### src/rtl/fetch_unit_pkg.sv
// Shared types and constants for the instruction fetch unit and its buffer.
package fetch_unit_pkg;

    typedef enum logic [1:0] {
        PC_PLUS4  = 2'b00,
        PC_BRANCH = 2'b01,
        PC_JALR   = 2'b10,
        PC_STALL  = 2'b11
    } pcsrc_e;

    typedef enum logic {
        RUN  = 1'b0,
        DROP = 1'b1
    } fetch_state_e;

    localparam logic [31:0] DEFAULT_RESET_PC = 32'h0000_0000;

    typedef struct packed {
        logic [31:0] pc;
        logic [31:0] instr;
    } fetch_entry_t;

    function automatic logic [31:0] align_word(input logic [31:0] addr);
        return {addr[31:2], 2'b00};
    endfunction

endpackage

### src/rtl/fetch_fifo.sv
// Small synchronous instruction buffer holding {pc, instr} pairs between
// the memory response port and the decode stage.
module fetch_fifo
    import fetch_unit_pkg::*;
#(
    parameter int DEPTH = 2
) (
    input  logic                       clk,
    input  logic                       rst_n,
    input  logic                       push,
    input  logic                       pop,
    input  logic                       flush,
    input  fetch_entry_t               wdata,
    output fetch_entry_t               rdata,
    output logic [$clog2(DEPTH):0]     count
);

    localparam int AW = $clog2(DEPTH);
    localparam logic [AW-1:0] PTR_ONE = 1;
    localparam logic [AW:0]   CNT_ONE = 1;

    fetch_entry_t  mem [DEPTH];
    logic [AW-1:0] rd_ptr;
    logic [AW-1:0] wr_ptr;

    assign rdata = mem[rd_ptr];

    // Flush wins over push/pop so a redirect never leaves stale entries behind.
    always_ff @(posedge clk or negedge rst_n) begin
        if (!rst_n) begin
            for (int i = 0; i < DEPTH; i++) begin
                mem[i] <= '0;
            end
            rd_ptr <= '0;
            wr_ptr <= '0;
            count  <= '0;
        end else if (flush) begin
            rd_ptr <= '0;
            wr_ptr <= '0;
            count  <= '0;
        end else begin
            if (push) begin
                mem[wr_ptr] <= wdata;
                wr_ptr      <= wr_ptr + PTR_ONE;
            end
            if (pop) begin
                rd_ptr <= rd_ptr + PTR_ONE;
            end
            unique case ({push, pop})
                2'b10:   count <= count + CNT_ONE;
                2'b01:   count <= count - CNT_ONE;
                default: count <= count;
            endcase
        end
    end

endmodule

### src/rtl/fetch_unit.sv
// Instruction fetch unit: issues one in-flight imem read at a time, buffers
// responses in a 2-entry FIFO and handles branch/jalr redirects.
module fetch_unit
    import fetch_unit_pkg::*;
#(
    parameter logic [31:0] RESET_PC   = DEFAULT_RESET_PC,
    parameter int          FIFO_DEPTH = 2
) (
    input  logic        clk,
    input  logic        rst_n,
    output logic        imem_req,
    output logic [31:0] imem_addr,
    input  logic        imem_valid,
    input  logic [31:0] imem_rdata,
    output logic [31:0] instr,
    output logic [31:0] instr_pc,
    output logic        instr_valid,
    input  logic        instr_ready,
    input  logic [1:0]  PCSrc,
    input  logic [31:0] branch_target,
    input  logic [31:0] jalr_target
);

    fetch_state_e state;
    fetch_state_e state_next;

    logic [31:0]                   fetch_pc;
    logic [31:0]                   pending_pc;
    logic                          outstanding;
    logic [$clog2(FIFO_DEPTH):0]   fifo_count;
    fetch_entry_t                  head;
    fetch_entry_t                  push_entry;

    pcsrc_e      sel;
    logic        consume;
    logic        redirect;
    logic        issue;
    logic        resp;
    logic        push;
    logic        pop;
    logic [31:0] target;

    assign sel         = pcsrc_e'(PCSrc);
    assign instr_valid = (fifo_count != '0) && (state == RUN);
    assign consume     = instr_valid && instr_ready && (sel != PC_STALL);
    assign redirect    = consume && ((sel == PC_BRANCH) || (sel == PC_JALR));
    assign target      = align_word((sel == PC_JALR) ? (jalr_target & ~32'h1) : branch_target);
    assign resp        = imem_valid && outstanding;

    // rst_n gates the request so the port reads idle while reset is held.
    assign issue = rst_n && (state == RUN) && !outstanding &&
                   ((int'(fifo_count) + int'(outstanding)) < FIFO_DEPTH);

    assign push       = resp && (state == RUN) && !redirect;
    assign pop        = consume && !redirect;
    assign push_entry = '{pc: pending_pc, instr: imem_rdata};

    assign imem_req  = issue;
    assign imem_addr = issue ? fetch_pc : '0;
    assign instr     = instr_valid ? head.instr : '0;
    assign instr_pc  = instr_valid ? head.pc    : '0;

    always_ff @(posedge clk or negedge rst_n) begin
        if (!rst_n) begin
            state <= RUN;
        end else begin
            state <= state_next;
        end
    end

    // A redirect that leaves a stale read in flight (already outstanding, or
    // issued in this very cycle) must swallow that read's response in DROP.
    always_comb begin
        state_next = state;
        unique case (state)
            RUN: begin
                if (redirect && ((outstanding && !imem_valid) || issue)) begin
                    state_next = DROP;
                end
            end
            DROP: begin
                if (resp) begin
                    state_next = RUN;
                end
            end
            default: state_next = RUN;
        endcase
    end

    always_ff @(posedge clk or negedge rst_n) begin
        if (!rst_n) begin
            fetch_pc    <= RESET_PC;
            pending_pc  <= '0;
            outstanding <= 1'b0;
        end else begin
            if (redirect) begin
                fetch_pc <= target;
            end else if (issue) begin
                fetch_pc <= fetch_pc + 32'd4;
            end
            if (issue) begin
                pending_pc  <= fetch_pc;
                outstanding <= 1'b1;
            end else if (resp) begin
                outstanding <= 1'b0;
            end
        end
    end

    fetch_fifo #(
        .DEPTH (FIFO_DEPTH)
    ) u_fifo (
        .clk   (clk),
        .rst_n (rst_n),
        .push  (push),
        .pop   (pop),
        .flush (redirect),
        .wdata (push_entry),
        .rdata (head),
        .count (fifo_count)
    );

endmodule

### config.mk
export PLATFORM = sky130hd
export DESIGN_NAME = fetch_unit
export DESIGN_NICKNAME = d
export VERILOG_FILES = /design/src/rtl/fetch_unit_pkg.sv /design/src/rtl/fetch_fifo.sv /design/src/rtl/fetch_unit.sv
export SDC_FILE = /design/constraint.sdc
export NUM_CORES = 1
export LEC_CHECK = 0
export CORE_ASPECT_RATIO = 2
export CORE_UTILIZATION = 46
export DETAILED_ROUTE_END_ITERATION = 8
export PLACE_DENSITY = 0.78
export SLEW_MARGIN = 20
export SYNTH_ARGS = -nofsm -noshare
export SYNTH_HDL_FRONTEND = slang
export SYNTH_SLANG_ARGS = --single-unit
### constraint.sdc
create_clock -name clk -period 2 [get_ports clk]
set_input_delay 0.4 -clock clk [delete_from_list [all_inputs] [get_ports clk]]
set_output_delay 0.4 -clock clk [all_outputs]
set_load 0.03 [all_outputs]
==> results.md, run 1 <==
- Max incr delay on CP: 0.58 ns
- Die footprint: between 20000 and 25000 um2
- Clock latency on the worst-skew pair: 0.43 ns
- Final worst-path cycle share: 119%
- First-pass GRT wire length: approximately 40 mm
- Row cnt: between 70 and 80
- Crit-path leading delay family: simple AND/OR/NAND/NOR gates
- Worst R2R Start: u_fifo.count[1]
- Die H: 201 um
- Predominant post-synthesis flop cell: dfrtp_1
- #FFs+latches synth: 190
- Final setup TNS: -41.78 ns
- Measured slew at the worst slew-check pin: 0.839 ns
- Max capacitance violation total: 0
- Clock Sinks: 190
- RSZ-0062 raised after global routing: yes
- H-tree Lvls: 4
- DR iter-0 viols: about 340
- R2R setup slack: -0.32 ns
- Wire per inst: 21.1 um
- Root Driver: clkbuf_16
- Violated checks: setup timing
- Buffer and inverter count on the worst path: 3
- PnR worst setup slack: -0.381 ns
- Commonest non-fill, non-tap cell in the layout: dfrtp_1
- Unique masters post-synth: 45
- Critical-path cell list: or4b_4, clkinv_8, buf_12, and2_4, buf_6
- GRT Total Usage: 26.0%
- Crit path required time: 1.60 ns
- Kind of end point of the critical path: output pin
- Num CTS Buffers: 17
- Fin. Hold Viols: 0
- Num ports: 200
- Fin util: 75.7%
- Die W: a little over 100 um
- Outcome: complete, but fails checks
- Synthesized area per cell: 11.7 um2
- FMAX: 420 MHz
- Number of I/O port buffers: 191
- Layout area overhead: 60.8%
- Leak: 6.46 nW
- Ys async rst share: 100%
- Share of cells above drive strength 1: 46.7%
- Largest net degree at the start of global routing: 159
- # hold bufs at CTS: 0
- CP startpoint kind: flip-flop
- Syn Inst Count: 780
- Hold crit path type: input pin to asynchronous set/reset pin
- Maximum VDD drop: 0.805 mV
- ANT nets after route: 0
- CP startpoint: state
- Vias in the first global route: 7642
- Grt total ovfl: 0
- Crit-path max FO: 15
- # DRC: 0
- Data arrival, critical path: 1.98 ns
- Initial core utilization: between 40% and 50%
- Post-DP HPWL: approximately 16 mm
- Net count, final: 1187
- Max-slew violations: 0
- Final Wtd Congestion: 0.859
- Slowest cell on crit path: or4b_4
- Core ar.: 19400 um2
- Via-per-instance ratio: approximately 5.6
- Pwr/cell area: 1800 nW/um2
- Final Routed Wirelength: 28.6 mm
- Final setup violation count: 171
- Antenna cells: 0
- Tmin final: 2.38 ns
- Via Count: 7591
- Synth warnings: 0
- Max Root-Sink Buffers: 2
- Crit Path Category: flip-flop to output pin
- Leading cell types in the layout, fill and taps excluded: dfrtp_1, buf_6, clkdlybuf4s50_1
- Slew Limit Headroom: 44.1%
- First-pass DRT Iterations: 7
- CTS tree: built
- Reg clk slew, reported paths: 0.07 ns
- Worst Skew: between 0.01 and 0.015 ns
- Initial antenna violation count: 0
- Post-Syn Area: 9120 um2
- Post-synth EDFFs: 0
- Post-synthesis sequential area ratio: between 50% and 60%
-- stage by stage --
stage                     instance area (um2)  power (mW)  hold WS, ns  setup WS (ns)  instances
after floorplan                          9300        13.6        0.104         -0.126        783
after global placement                  12000        17.5        0.466         -0.391       1262
after detailed placement                12000        17.9        0.482         -0.431       1262
after CTS                               13900        24.9       0.0545         -0.380       1329
after global routing                    14700        27.6       0.0633         -0.428       1354
final                                   14700        26.5       0.0464         -0.381       1354
-- final timing paths --
path,end,cells past startpoint
worst max-delay path,imem_addr[4],5
worst min-delay path,pending_pc[11],2
worst max register to register,u_fifo.mem[70],9
worst min register to register,pending_pc[25],1
max in group asynchronous,u_fifo.rd_ptr,3
min in group clk,pending_pc[25],1
-- where the power goes --
group	internal [mW]	switching [mW]	leakage [nW]
registers	5.74	1.45	2.29
logic	8.11	7.79	3.90
clock network	1.78	1.59	0.274
total	15.6	10.8	6.46
-- registers in the layout, summed over array words and instances (netlist names) --
register	count
fetch_pc	30
outstanding	1
pending_pc	30
state	1
u_fifo.count	2
u_fifo.mem	124
u_fifo.rd_ptr	1
u_fifo.wr_ptr	1
-- layout make-up --
class,instances,area (um2)
clock buffers,19,443
clock inverters,13,133
fillers,1211,4700
inverters,9,53.8
multi-input cells,531,5030
flip-flops and latches,190,4760
well taps,259,324
repair buffers,333,3930
-- cells in the mapped netlist, types with 2 or more instances --
cell,n,area [um2]
mux2i_1,66,661
mux2_2,120,1350
mux2_1,4,45.0
inv_1,8,30.0
buf_2,13,65.1
nor3_1,3,15.0
nand4_1,16,100
and2_1,28,175
xor2_1,6,52.6
or3_1,9,56.3
nor2_1,69,259
and3_1,3,18.8
xnor2_1,7,61.3
buf_4,4,30.0
o211ai_1,2,15.0
o31ai_1,8,60.1
a211oi_1,27,203
nand2_1,16,60.1
a22o_1,2,17.5
or4_1,8,60.1
nand3_1,14,70.1
buf_1,12,45.0
o21ai_0,13,65.1
nor2b_1,28,175
a31oi_1,18,113
ha_1,3,37.5
a21o_1,29,218
and4_1,5,43.8
nor4_1,3,18.8
dfrtp_1,190,4750
clkbuf_1,23,86.3
a21oi_1,10,50.1
-- cells by family after synthesis --
group,share of synthesized area [%]
AO/OA/AOI/OAI,8.56
XOR/XNOR,1.25
adder cells (fa/ha/maj),0.412
buffers and inverters,3.00
flip-flops,52.1
multiplexers,22.6
other,0.0411
AND/OR/NAND/NOR,12.1
-- worst register-to-register path, cell delays in order, from the launching register on --
cell and delay (ns):
dfrtp_1 0.41, buf_6 0.14, o21bai_4 0.24, clkbuf_16 0.22
buf_6 0.10, nor3_4 0.04, nor4_4 0.30, buf_6 0.24
clkbuf_16 0.20, mux2_4 0.30
-- layer usage --
metal | up-vias | wire length, um | track usage, %
met2 | 250 | 15900 | 47.8
li1 | 3421 | - | -
met4 | 0 | 1350 | 13.4
met3 | 73 | 887 | 3.75
met5 | - | 0 | 0
met1 | 3847 | 10400 | 27.9
-- what timing repair did --
item / in CTS / in global routing
endpoints found under the setup margin: 109 / 248
buffers inserted: 23 / 20
pin swaps: 24 / 63
gates cloned: 12 / 16
gates resized for setup: 227 / 126
Power figures use the tool's default switching activity.
==> run 2: changes to the inputs <==
- SETUP_SLACK_MARGIN: unset -> 0.15
==> run 2 against run 1 <==
Compared with the run above: the run still ends with setup timing left; sequential cell count is the same; die area is the same; wire length grew 34%; final cell count grew 4.7%; sequential power grew 4.6%; total power grew 12%; critical endpoint is now fetch_pc[16]; clock skew shrank 0.00082 ns; core utilization grew 8.2 points; worst setup slack lost 0.17 ns; clock power grew 6%; hold slack gained 0.46 ns; count of clock-buffer cells in the layout is the same; largest power group unchanged.
==> results.md, run 2 (synthesis results as in run 1) <==
- Outcome: complete, but fails checks
- Violated checks: setup timing
- Area of the multi-input gates: 5600 um2 (+11%)
- Clock latency on the worst-skew pair: 0.44 ns (about the same)
- Pwr/cell area: 1830 nW/um2 (+1.3%)
- CTS tree: built
- RSZ-0062 raised after global routing: yes
- Cell Int Power: 17.4 mW (+11%)
- R2R setup slack: -0.55 ns (-0.23 ns)
- Leading cell types in the layout, fill and taps excluded: dfrtp_1, mux2_4, buf_4
- Post-route cell area: 16300 um2 (+11%)
- Initial core utilization: 47.1% (unchanged)
- Maximum VDD drop: 0.826 mV (+2.7%)
- Layout area overhead: 78.2%
- Net count, final: 1251 (+5.4%)
- Fin. Hold Viols: 0 (unchanged)
- Crit path required time: 2.32 ns (+0.72 ns)
- Clock power share: 12.1% (-0.7 points)
- Antenna cells: 0 (unchanged)
- Fillers: 891 (-26%)
- Switching pwr: 12.3 mW (+14%)
- Hold Path Origin: u_fifo.mem[87]
- Commonest non-fill, non-tap cell in the layout: dfrtp_1
- Post-DP HPWL: 16.4 mm (+1.1%)
- Number of I/O port buffers: 191 (unchanged)
- Reg2Reg Depth: 8 (-1)
- Initial antenna violation count: 0 (unchanged)
- Die footprint: 20400 um2 (unchanged)
- Number of flip-flops in the largest register: 124 (unchanged)
- Hold crit path type: flip-flop to flip-flop
- Die W: 102 um (unchanged)
- Clock Sinks: 190 (unchanged)
- Largest net degree at the start of global routing: 171 (+7.5%)
- First-pass DRT Iterations: 5 (-2)
- Hold endpoint: u_fifo.mem[87]
- ANT nets after route: 0 (unchanged)
- Row cnt: 72 (unchanged)
- CP startpoint kind: flip-flop
- Max-slew violations: 0 (unchanged)
- Leak: 7.33 nW (+13%)
- Final setup TNS: -88.78 ns (-47.00 ns)
- First-pass GRT wire length: 46.6 mm (+16%)
- Reg2reg end: fetch_pc[16]
- Share of cells above drive strength 1: 52.8% (+6.1 points)
- Final Wtd Congestion: 0.925 (+7.7%)
- Final Routed Wirelength: 38.3 mm (+34%)
- GRT Total Usage: 30.7% (+4.7 points)
- Measured slew at the worst slew-check pin: 0.588 ns (-0.251 ns)
- Max capacitance violation total: 0 (unchanged)
- Tmin final: 2.55 ns (+0.171 ns)
- Slew Limit Headroom: 59.7% (+16 points)
- Reg power frac: 25.3% (-1.9 points)
- PnR worst setup slack: -0.551 ns (-0.171 ns)
- Fin cells: 1417 (+4.7%)
- Reg area: 4760 um2 (unchanged)
- # DRC: 0 (unchanged)
- Crit-path max FO: 5 (-10)
- Data arrival, critical path: 2.87 ns (+0.89 ns)
- Wire per inst: 27.0 um (+28%)
- Via-per-instance ratio: 6.07 (+8.3%)
- Root Driver: clkbuf_16
- Fin util: 83.9% (+8.2 points)
- Placed cells: 1274 (+0.95%)
- Worst Skew: 0.00927 ns (-0.000818 ns)
- Biggest regs: u_fifo.mem (124), fetch_pc (30), pending_pc (30)
- H-tree Lvls: 4 (unchanged)
- Via Count: 8607 (+13%)
- Final setup violation count: 248 (+45%)
- Worst R2R Start: state
- Num ports: 200 (unchanged)
- Reg clk slew, reported paths: 0.07 ns (about the same)
- Num CTS Buffers: 17 (unchanged)
- Vias in the first global route: 8587 (+12%)
- Hold Path Depth: 1
- Placement Cell Area: 12200 um2 (+2.3%)
- Comb pwr share: 62.6% (+2.5 points)
- Core ar.: 19400 um2 (unchanged)
- Crit Path Category: flip-flop to flip-flop
- Grt total ovfl: 0 (unchanged)
- Switch share: 41.4% (+0.47 points)
- Largest Register: u_fifo.mem
- Final worst-path cycle share: 128% (+8.5 points)
- DR iter-0 viols: 581 (+71%)
- Max Root-Sink Buffers: 2 (unchanged)
- Die H: 201 um (unchanged)
- Kind of end point of the critical path: flip-flop
- FMAX: 392 MHz (-6.7%)
-- run 2: worst max path at each step --
stage,startpoint,endpoint,depth (start not counted)
2_1_floorplan,state,fetch_pc[23],7
3_3_place_gp,PCSrc[0],u_fifo.mem[70],8
3_5_place_dp,PCSrc[1],u_fifo.mem[103],8
4_1_cts,u_fifo.count[1],imem_addr[25],6
5_1_grt,state,fetch_pc[16],8
6_report,state,fetch_pc[16],8
-- run 2: critical path, cell delays in order (launching register included) --
cell	delay, ns
dfrtp_1	0.43
or4b_4	0.60
inv_6	0.10
buf_4	0.16
nand4_1	0.17
buf_4	0.23
buf_4	0.17
or3_1	0.33
a31oi_1	0.26
-- run 2: layer usage --
| metal | GRT usage (%) | routed length (um) | vias up |
|---|---|---|---|
| li1 | - | - | 3517 |
| met1 | 31.0 | 12200 | 4287 |
| met2 | 55.7 | 20100 | 564 |
| met3 | 4.86 | 2260 | 239 |
| met4 | 21.1 | 3710 | 0 |
| met5 | 0 | 0 | - |
-- run 2: cell type report --
cell class,count,share of cell area [%]
clock inverter,12,0.985
inverter,9,0.269
clock buffer,19,2.73
timing repair buffer,397,30.3
multi-input combinational,531,34.5
sequential,190,29.3
tap,259,1.99
-- run 2: stage by stage --
stage,power [mW],setup slack (ns),hold WS (ns)
after floorplan,14.0,-0.0418,0.104
after global placement,18.2,-0.465,0.422
after detailed placement,18.6,-0.476,0.433
after CTS,26.1,-0.445,0.497
after global routing,30.5,-0.566,0.520
final,29.7,-0.551,0.511
-- run 2: repair_timing --
action	CTS	global route
setup buffers	53	25
gates cloned	24	9
endpoints found under the setup margin	245	394
pin swaps	42	74
hold endpoints to repair	20	0
gates resized for setup	319	176
hold buffers	1	0
-- run 2: power groups by stage --
stage,combinational [mW],clock [mW],sequential [mW]
final,18.6,3.58,7.52
after global routing,19.2,3.74,7.59
after CTS,15.5,3.51,7.03
after detailed placement,11.5,0,7.03
after global placement,11.3,0,6.90
after floorplan,7.28,0,6.70
==> run 3: changes to the inputs <==
- CORE_UTILIZATION: 46 -> 47
- CTS_CLUSTER_SIZE: unset -> 10
- SYNTH_HIERARCHICAL: unset -> 1
- TNS_END_PERCENT: unset -> 5
==> run 3 against run 2 <==
Compared with the run above: count of clock-buffer cells in the layout is the same; the flow still finishes with violations (setup timing); sequential share of layout area grew 6.4 points; wire length shrank 42%; highest routed layer unchanged; final cell count shrank 7.4%.
==> results.md, run 3 <==
- Initial core utilization: 48.1% (+1.1 points)
- Worst R2R Start: outstanding
- #FFs+latches synth: 194 (+2.1%)
- Most numerous cell in the Yosys netlist: dfrtp_1
- Syn Inst Count: 783 (+0.38%)
- Cell Int Power: 14.4 mW (-17%)
- Slew Limit Headroom: 35.8% (-24 points)
- Predominant post-synthesis flop cell: dfrtp_1
- Post-DP HPWL: 15.7 mm (-4.2%)
- Core ar.: 20500 um2 (+5.6%)
- Largest family of logic cells by synthesized area: multiplexers
- Maximum VDD drop: 0.848 mV (+2.7%)
- Comb pwr share: 54.9% (-7.7 points)
- Post-synthesis sequential area ratio: 49.3% (-2.9 points)
- Die footprint: 21600 um2 (+5.6%)
- Final setup TNS: -33.24 ns (+55.55 ns)
- Root Driver: clkbuf_16
- PnR worst setup slack: -0.456 ns (+0.0951 ns)
- Vias in the first global route: 6946 (-19%)
- Crit Path Category: flip-flop to output pin
- Synth Area in Simple Gates: 12.7% (+0.66 points)
- CP startpoint kind: flip-flop
- DR iter-0 viols: 193 (-67%)
- Area of the multi-input gates: 4830 um2 (-14%)
- Grt total ovfl: 0 (unchanged)
- Measured slew at the worst slew-check pin: 0.963 ns (+0.375 ns)
- Synth warnings: 6 (+6)
- Die W: 104 um (+2.8%)
- GRT Total Usage: 21.2% (-9.5 points)
- Fin util: 66.5% (-17 points)
- Leading area contributor after synthesis: dfrtp_1
- Largest net degree at the start of global routing: 78 (-54%)
- Clock latency on the worst-skew pair: 0.43 ns (about the same)
- Ys async rst share: 100% (unchanged)
- ANT nets after route: 0 (unchanged)
- Tmin final: 2.46 ns (-0.0951 ns)
- Crit-path max FO: 8 (+3)
- Switching pwr: 8.54 mW (-31%)
- Yosys top cell area share: 49.3% (-2.9 points)
- Num ports: 200 (unchanged)
- Leak: 6.18 nW (-16%)
- Via Count: 6773 (-21%)
- Fin. Hold Viols: 0 (unchanged)
- Reg2Reg Depth: 5 (-3)
- Clock power share: 13.6% (+1.5 points)
- Row cnt: 74 (+2.8%)
- Violated checks: setup timing
- Post-Syn Area: 9850 um2 (+8.0%)
- Commonest non-fill, non-tap cell in the layout: dfrtp_1
- Kind of end point of the critical path: output pin
- Synthesized area per cell: 12.6 um2 (+7.6%)
- R2R setup slack: -0.27 ns (+0.28 ns)
- Largest Register: u_fifo/mem
- Adder-Cell Fraction of Synth Area: 0.381% (-0.031 points)
- XOR/XNOR Fraction of Synth Area: 2.58% (+1.3 points)
- CTS tree: built
- # DRC: 0 (unchanged)
- Clock Sinks: 194 (+2.1%)
- Share of cells above drive strength 1: 44.6% (-8.2 points)
- Unique masters post-synth: 44 (-2.2%)
- H-tree Lvls: 4 (unchanged)
- Reg power frac: 31.4% (+6.1 points)
- Synth cell count leaders: dfrtp_1, mux2_2, and2_1
- Post-synth EDFFs: 0 (unchanged)
- Initial antenna violation count: 1 (+1)
- Number of I/O port buffers: 193 (+1.0%)
- Hold crit path type: input pin to asynchronous set/reset pin
- Final Wtd Congestion: 0.872 (-5.7%)
- Fillers: 1574 (+77%)
- Max Root-Sink Buffers: 2 (unchanged)
- First-pass GRT wire length: 35.7 mm (-23%)
- Post-synthesis mux area share: 24.9% (+2.4 points)
- Outcome: complete, but fails checks
- Final worst-path cycle share: 123% (-4.8 points)
- Via-per-instance ratio: 5.16 (-15%)
- Biggest regs: u_fifo/mem (128), fetch_pc (30), pending_pc (30)
- Worst Skew: 0.0118 ns (+0.00248 ns)
- FMAX: 407 MHz (+3.9%)
- Reg clk slew, reported paths: 0.07 ns (about the same)
- Final setup violation count: 178 (-28%)
- Number of flip-flops in the largest register: 128 (+3.2%)
- Pwr/cell area: 1680 nW/um2 (-7.9%)
- Data arrival, critical path: 2.06 ns (-0.81 ns)
- Net count, final: 1137 (-9.1%)
- Max-slew violations: 0 (unchanged)
- Reg area: 4860 um2 (+2.1%)
- RSZ-0062 raised after global routing: yes
- Crit path required time: 1.60 ns (-0.72 ns)
- Layout area overhead: 38.2%
- Reg2reg end: fetch_pc[25]
- Final Routed Wirelength: 22.2 mm (-42%)
- Wire per inst: 16.9 um (-37%)
- Leading cell types in the layout, fill and taps excluded: dfrtp_1, mux2_2, buf_4
- Num CTS Buffers: 17 (unchanged)
- Hold slack: 0.257 ns (-0.255 ns)
- Die H: 207 um (+2.8%)
- Switch share: 37.3% (-4.1 points)
- Area contributors post-synth: dfrtp_1, mux2_2, mux2_4, and2_1, a21o_1
- First-pass DRT Iterations: 4 (-1)
- Synth Area in Compound Gates: 5.88% (-2.7 points)
- Max capacitance violation total: 0 (unchanged)
[run 3: changes by cell type in the layout (fill, tap and decap cells not counted), sizes merged, moves of 9 or more]
| cell | change |
|---|---|
| clkbuf | -9 |
| a21oi | +14 |
| mux2i | -59 |
| buf | -110 |
| mux2 | +68 |
| a31oi | -14 |
| nand4 | -11 |
| nor2 | -55 |
| and2 | +60 |
| nand2 | +9 |
[run 3: kinds of logic (layout without fill, tap and decap cells)]
family	Yosys count	count (layout)
flip-flops	194	194
AND/OR/NAND/NOR	208	208
buffers and inverters	62	319
adder cells (fa/ha/maj)	3	3
AO/OA/AOI/OAI	87	87
XOR/XNOR	29	29
other	1	7
multiplexers	199	199
[run 3: cell type report]
type | instances | area share (%)
clock buffers | 19 | 3.33
diodes | 1 | 0.0184
repair buffers | 277 | 22.1
clock inverters | 13 | 0.643
inverters | 10 | 0.368
flip-flops and latches | 194 | 35.7
multi-input cells | 532 | 35.5
well taps | 266 | 2.44
[run 3: power groups by stage]
stage	logic (mW)	registers (mW)	clock network (mW)
6_report	12.6	7.20	3.12
5_1_grt	13.4	7.44	3.37
4_1_cts	12.5	7.17	3.20
3_5_place_dp	12.0	7.19	0
3_3_place_gp	11.8	7.07	0
2_1_floorplan	7.65	6.76	0
[run 3: per-layer routing]
layer | wire length, um | global-route usage (%)
met5 | 0 | 0
met4 | 736 | 10.2
met3 | 712 | 3.45
met2 | 12100 | 39.1
met1 | 8640 | 23.5
[run 3: how the worst max path moves through the flow]
stage,start,to,slack [ns],depth (start not counted)
CTS,u_fifo/count[1],imem_addr[19],-0.46,6
global placement,PCSrc[0],u_fifo/mem[94],-0.64,11
global route,outstanding,imem_addr[18],-0.52,7
detailed placement,PCSrc[0],u_fifo/mem[94],-0.70,11
floorplan,PCSrc[0],u_fifo/mem[100],-0.24,11
finish,outstanding,imem_addr[29],-0.46,6
[run 3: timing repair]
item / CTS / global route
hold buffers: 1 / 0
resized for setup: 76 / 22
setup buffers: 3 / 7
setup endpoints to repair: 258 / 253
pin swaps: 18 / 5
endpoints found under the hold margin: 19 / 0
[run 3: through the flow]
| step | cells | cell area (um2) | worst slack [ns] | power [mW] |
|---|---|---|---|---|
| finish | 1312 | 13600 | -0.456 | 22.9 |
| global route | 1312 | 13600 | -0.520 | 24.2 |
| global placement | 1268 | 12700 | -0.636 | 18.9 |
| detailed placement | 1268 | 12700 | -0.703 | 19.2 |
| floorplan | 788 | 9940 | -0.242 | 14.4 |
| CTS | 1304 | 13500 | -0.458 | 22.9 |
[run 3: critical path, cell delays in order (launching register included)]
cell	delay, ns
dfrtp_1	0.39
or4b_4	0.61
inv_4	0.11
buf_12	0.12
buf_8	0.11
and2_4	0.17
buf_12	0.12
